$ cat src/rtl/regfile_2r1w.sv
`timescale 1ns/1ps
// ---------------------------------------------------------------------------
// regfile_2r1w
//
// Integer register file x0..x31 feeding the main ALU. It has two
// combinational read ports and one synchronous write port. x0 has no
// storage and always reads zero. x2 (the stack pointer) resets to SP_INIT.
// Every other register resets to zero.
//
// Parameters:
//   XLEN    - data width of each register and of all data ports
//   NREG    - number of architectural registers (address width is fixed at
//             5 bits, so this must be 32)
//   SP_INIT - reset value of x2
//
// Ports:
//   clk     - clock, rising-edge active
//   rst_n   - asynchronous active-low reset (already synchronised upstream)
//   rs1     - read address, port 1 (ALU operand A)
//   rs2     - read address, port 2 (ALU operand B path)
//   rd      - write address
//   we      - write enable, sampled at rising clk
//   wdata   - write data
//   rdata1  - read data, port 1 (combinational)
//   rdata2  - read data, port 2 (combinational)
//
// Build option:
//   REGFILE_BYPASS_EN - when defined, each read port forwards wdata in the
//   same cycle if it addresses the register being written. This is
//   write-through bypass. When the macro is undefined, reads return the
//   stored contents only, giving write-after-read ordering.
// ---------------------------------------------------------------------------
module regfile_2r1w #(
    parameter int unsigned          XLEN    = 32,
    parameter int unsigned          NREG    = 32,
    parameter logic [XLEN-1:0]      SP_INIT = '0
) (
    input  logic                    clk,
    input  logic                    rst_n,
    input  logic [4:0]              rs1,
    input  logic [4:0]              rs2,
    input  logic [4:0]              rd,
    input  logic                    we,
    input  logic [XLEN-1:0]         wdata,
    output logic [XLEN-1:0]         rdata1,
    output logic [XLEN-1:0]         rdata2
);

    // Physical storage for x1..x31 only; x0 is synthesised as a constant.
    logic [XLEN-1:0] regs_q [1:NREG-1];
    logic [XLEN-1:0] regs_d [1:NREG-1];

    // Write decode uses only rd/we, so unknown read addresses can never
    // disturb stored state. A write to x0 matches no entry and is dropped.
    always_comb begin
        for (int unsigned i = 1; i < NREG; i++) begin
            regs_d[i] = regs_q[i];
            if (we && (rd == 5'(i))) begin
                regs_d[i] = wdata;
            end
        end
    end

    always_ff @(posedge clk or negedge rst_n) begin
        if (!rst_n) begin
            for (int unsigned i = 1; i < NREG; i++) begin
                regs_q[i] <= (i == 2) ? SP_INIT : '0;
            end
        end else begin
            for (int unsigned i = 1; i < NREG; i++) begin
                regs_q[i] <= regs_d[i];
            end
        end
    end

`ifdef REGFILE_BYPASS_EN
    // Forwarding is gated by rst_n. A write held during reset will never
    // land, so forwarding it would show a value the array never holds.
    logic wr_live;
    assign wr_live = rst_n && we && (rd != 5'd0);
`endif

    always_comb begin
        rdata1 = '0;
        for (int unsigned i = 1; i < NREG; i++) begin
            if (rs1 == 5'(i)) begin
                rdata1 = regs_q[i];
            end
        end
`ifdef REGFILE_BYPASS_EN
        if (wr_live && (rd == rs1)) begin
            rdata1 = wdata;
        end
`endif
    end

    always_comb begin
        rdata2 = '0;
        for (int unsigned i = 1; i < NREG; i++) begin
            if (rs2 == 5'(i)) begin
                rdata2 = regs_q[i];
            end
        end
`ifdef REGFILE_BYPASS_EN
        if (wr_live && (rd == rs2)) begin
            rdata2 = wdata;
        end
`endif
    end

endmodule

$ cat config.mk
export PLATFORM = sky130hd
export DESIGN_NAME = regfile_2r1w
export DESIGN_NICKNAME = d
export VERILOG_FILES = /design/src/rtl/regfile_2r1w.sv
export SDC_FILE = /design/constraint.sdc
export NUM_CORES = 2
export LEC_CHECK = 0
export BUFFER_PORTS_ARGS = -buffer_cell sky130_fd_sc_hd__buf_4
export CORE_MARGIN = 2
export CORE_UTILIZATION = 40
export DETAILED_ROUTE_END_ITERATION = 10
export PLACE_DENSITY_LB_ADDON = 0.1
export SYNTH_ARGS = -nofsm -noshare
export SYNTH_HDL_FRONTEND = slang
export SYNTH_SLANG_ARGS = --single-unit
$ cat constraint.sdc
create_clock -name clk -period 3.4 [get_ports clk]
set_input_delay 0.68 -clock clk [delete_from_list [all_inputs] [get_ports clk]]
set_output_delay 0.68 -clock clk [all_outputs]
set_load 0.005 [all_outputs]
==> out/metrics.cfg <==
[clock_tree]
clkSlewWorstSetupHoldPaths_ps=60
root_buffer=clkbuf_16
h-tree-depth=3
clock_latency_ps=770
cts_buffers=113
cts_buffer_depth=3
cts.sinks=992
tritoncts=done

[floorplanning]
coreArea_um2=138000
rows=136
start_util_pct=40.4
die_w_um=377
dieArea_um2=142000
die_y_um=377
ios=114

[drt]
wl_per_cell_um=39.3
via_per_inst=6.75
num_vias=56100
drt-initial-drc-count=7992
drc=0
drt-total-wl_um=326000
firstDrtPassIters=9
antenna_left=0

[setup_path]
cp-end-kind=output port
crit_path_max_incr_delay_ps=530
cp_num_buf_inv=2
arrival_ps=3180
worstPathMaxFanout=2
crit_chain=mux2_4, a32oi_2, o21ai_2, o221ai_4, o211ai_1, a222oi_1, buf_4, o21ai_4, buf_6
startpoint_type=flip-flop
required_ps=2720
cp_top_family=compound AO/OA/AOI/OAI gates
critical_path_class=flip-flop to output port
slowest_stage=a222oi_1

[power_and_ir_drop]
p_switching_mw=12.9
p_leak_nw=35.3
powerDensity_nw_per_um2=485
p_int_mw=26.2
peakVddDrop_v=0.000455
power_frac_seq_pct=43.0
swShare_pct=33.0
p_clk_share_pct=33.2
p_comb_share_pct=23.9

[timing]
finalWorstSetupSlack_ps=-456
finalHoldViolations=0
fin_crit_ps=3860
skew_ps=0
maxSlewHeadroom_pct=39.9
fmax_ghz=0.259
rsz0062_at_grt=yes
post-route-period-util_pct=113
slew_viol_final=0
worst-slew-pin-transition_ps=892
setup-violations-final=64

[finish]
nNetsFinal=6469
final_common_cell=mux2_2
nFillCells=11800
regMostFlops=regs_q
area_growth_syn_to_layout_pct=44.9
largest_reg_flops=992
layout-drive-gt1-share_pct=54.8
final_cell_mix=mux2_2, dfrtp_1, buf_4
reg_top3=regs_q: 992 flops
postLayoutCellArea_um2=80700

[grt]
grt_pass1_vias=53200
grt_pass1_wl_um=443000
antenna_found_initial=12
grtUsageTotal_pct=44.5
grt_max_degree=128
grt_overflow=0

[synth]
synth_edf_count=0
ys_async_sr_fraction_pct=100
postSynthNetCount=5339
synth-seq-cells=992
avgSynthCellArea_um2=10.5
yosysSeqAreaShare_pct=44.6
synth_warnings=0
netlist_area_um2=55700
synth_cell_types=90
syn_inst=5289
ys.flop_type=dfrtp_1

[hold_path]
hold_path_class=input pin to flip-flop

[place]
hpwl_um=237000
pre_cts_ws_ps=-1020
finalWeightedCongestion=1.02
postPlaceCellArea_um2=66400
io_buffers=113

[outcome]
violations=negative setup slack
status=complete, but fails checks

[flow_run]
max-cap-violations=0

==> synthesized netlist by cell type (13+ instances only) <==
master	count	share of area (%)
a21o_1	27	0.36
nand4_1	22	0.25
a31oi_1	33	0.37
nand2b_1	39	0.44
o22ai_1	222	2.5
a211oi_1	55	0.74
nand2_1	270	1.8
mux2_2	1044	21
a22oi_1	122	1.6
mux2i_1	145	2.6
a22o_1	30	0.47
o211ai_1	48	0.65
buf_1	44	0.30
a21oi_1	364	3.3
a221o_1	24	0.43
buf_4	33	0.44
o21ai_1	13	0.12
or3_1	15	0.17
nor2_1	281	1.9
buf_2	218	2.0
nor3_1	60	0.54
o221ai_1	49	0.77
nor2b_1	36	0.40
clkbuf_1	221	1.5
nand3_1	64	0.57
o32ai_1	18	0.28
o21ai_0	423	3.8
o31ai_1	18	0.24
a221oi_1	45	0.71
inv_1	23	0.15
a222oi_1	22	0.40
a32oi_1	16	0.25
o2bb2ai_1	16	0.25
dfrtp_1	992	45
==> per-stage QoR <==
step / TNS (ps) / hold WS (ps) / util (%) / total power, mW / instances
6_report: -14180 / 384 / 58.6 / 39.1 / 8304
5_1_grt: -15250 / 402 / 58.6 / 40.1 / 8301
4_1_cts: -8920 / 370 / 56.1 / 38.2 / 8172
3_5_place_dp: -35400 / 494 / 48.1 / 24.2 / 7769
3_3_place_gp: -35350 / 487 / 48.1 / 24.0 / 7769
2_1_floorplan: 0 / 384 / - / 19.8 / 5289
==> path summary, 6_finish.rpt <==
path | start | end | slack (ps) | cells after the start
max reg2reg | regs_q[732]$_DFFE_PN0P_ | regs_q[732]$_DFFE_PN0P_ | 2370 | 3
max | regs_q[881]$_DFFE_PN0P_ | rdata2[17] | -460 | 9
min | wdata[15] | regs_q[111]$_DFFE_PN0P_ | 380 | 3
max in group asynchronous | rst_n | regs_q[940]$_DFFE_PN0P_ | 1760 | 3
min in group asynchronous | rst_n | regs_q[869]$_DFFE_PN0P_ | 470 | 2
min reg2reg | regs_q[759]$_DFFE_PN0P_ | regs_q[759]$_DFFE_PN0P_ | 510 | 1
==> power groups by stage <==
stage                     Clock [mW]  Combinational [mW]  Sequential (mW)
final                           13.0                9.34             16.8
after global placement             0                7.44             16.6
after detailed placement           0                7.56             16.6
after global routing            13.5                9.67             16.9
after floorplan                    0                4.27             15.5
after CTS                       13.1                8.62             16.5
==> cell families (layout without fill, tap and decap cells) <==
| family | after synthesis | in the layout | share of synthesized area [%] |
|---|---|---|---|
| AO/OA/AOI/OAI | 1658 | 1658 | 19.1 |
| buffers and inverters | 550 | 1766 | 4.54 |
| flip-flops | 992 | 992 | 44.6 |
| multiplexers | 1204 | 1204 | 24.2 |
| other | 0 | 5 | 0 |
| AND/OR/NAND/NOR | 885 | 885 | 7.58 |
==> tightest hold or removal path: stages <==
cell	delay, ps
buf_4	230
nand2_1	110
o21ai_0	80
==> repair_timing <==
item                       in CTS  in global routing
hold buffers                    1                  0
cloned                         18                  4
buffers inserted              219                167
resized for setup            1230                519
hold endpoints to repair       25                  0
pin swaps                     301                299
setup endpoints to repair      64                 64
==> layer usage <==
| metal | vias up | wire length (um) | part of all wire, % | global-route usage (%) |
|---|---|---|---|---|
| li1 | 22200 | - | - | - |
| met1 | 28800 | 130000 | 40 | 60.1 |
| met2 | 4017 | 136000 | 42 | 64.7 |
| met3 | 1038 | 34400 | 11 | 10.8 |
| met4 | 10 | 25100 | 7.7 | 26.5 |
| met5 | - | 63 | 0.019 | 0 |
==> final cells by class <==
class / count / area, um^2 / share of cell area (%)
Multi-Input combinational cell: 3747 / 33500 / 41.4
Sequential cell: 992 / 24800 / 30.8
Timing Repair Buffer: 1541 / 16200 / 20.1
Clock buffer: 159 / 3270 / 4.05
Tap cell: 1794 / 2240 / 2.78
Clock inverter: 42 / 587 / 0.727
Inverter: 24 / 105 / 0.130
Antenna cell: 5 / 12.5 / 0.0155
No activity file was read; power rests on OpenSTA's default activity.
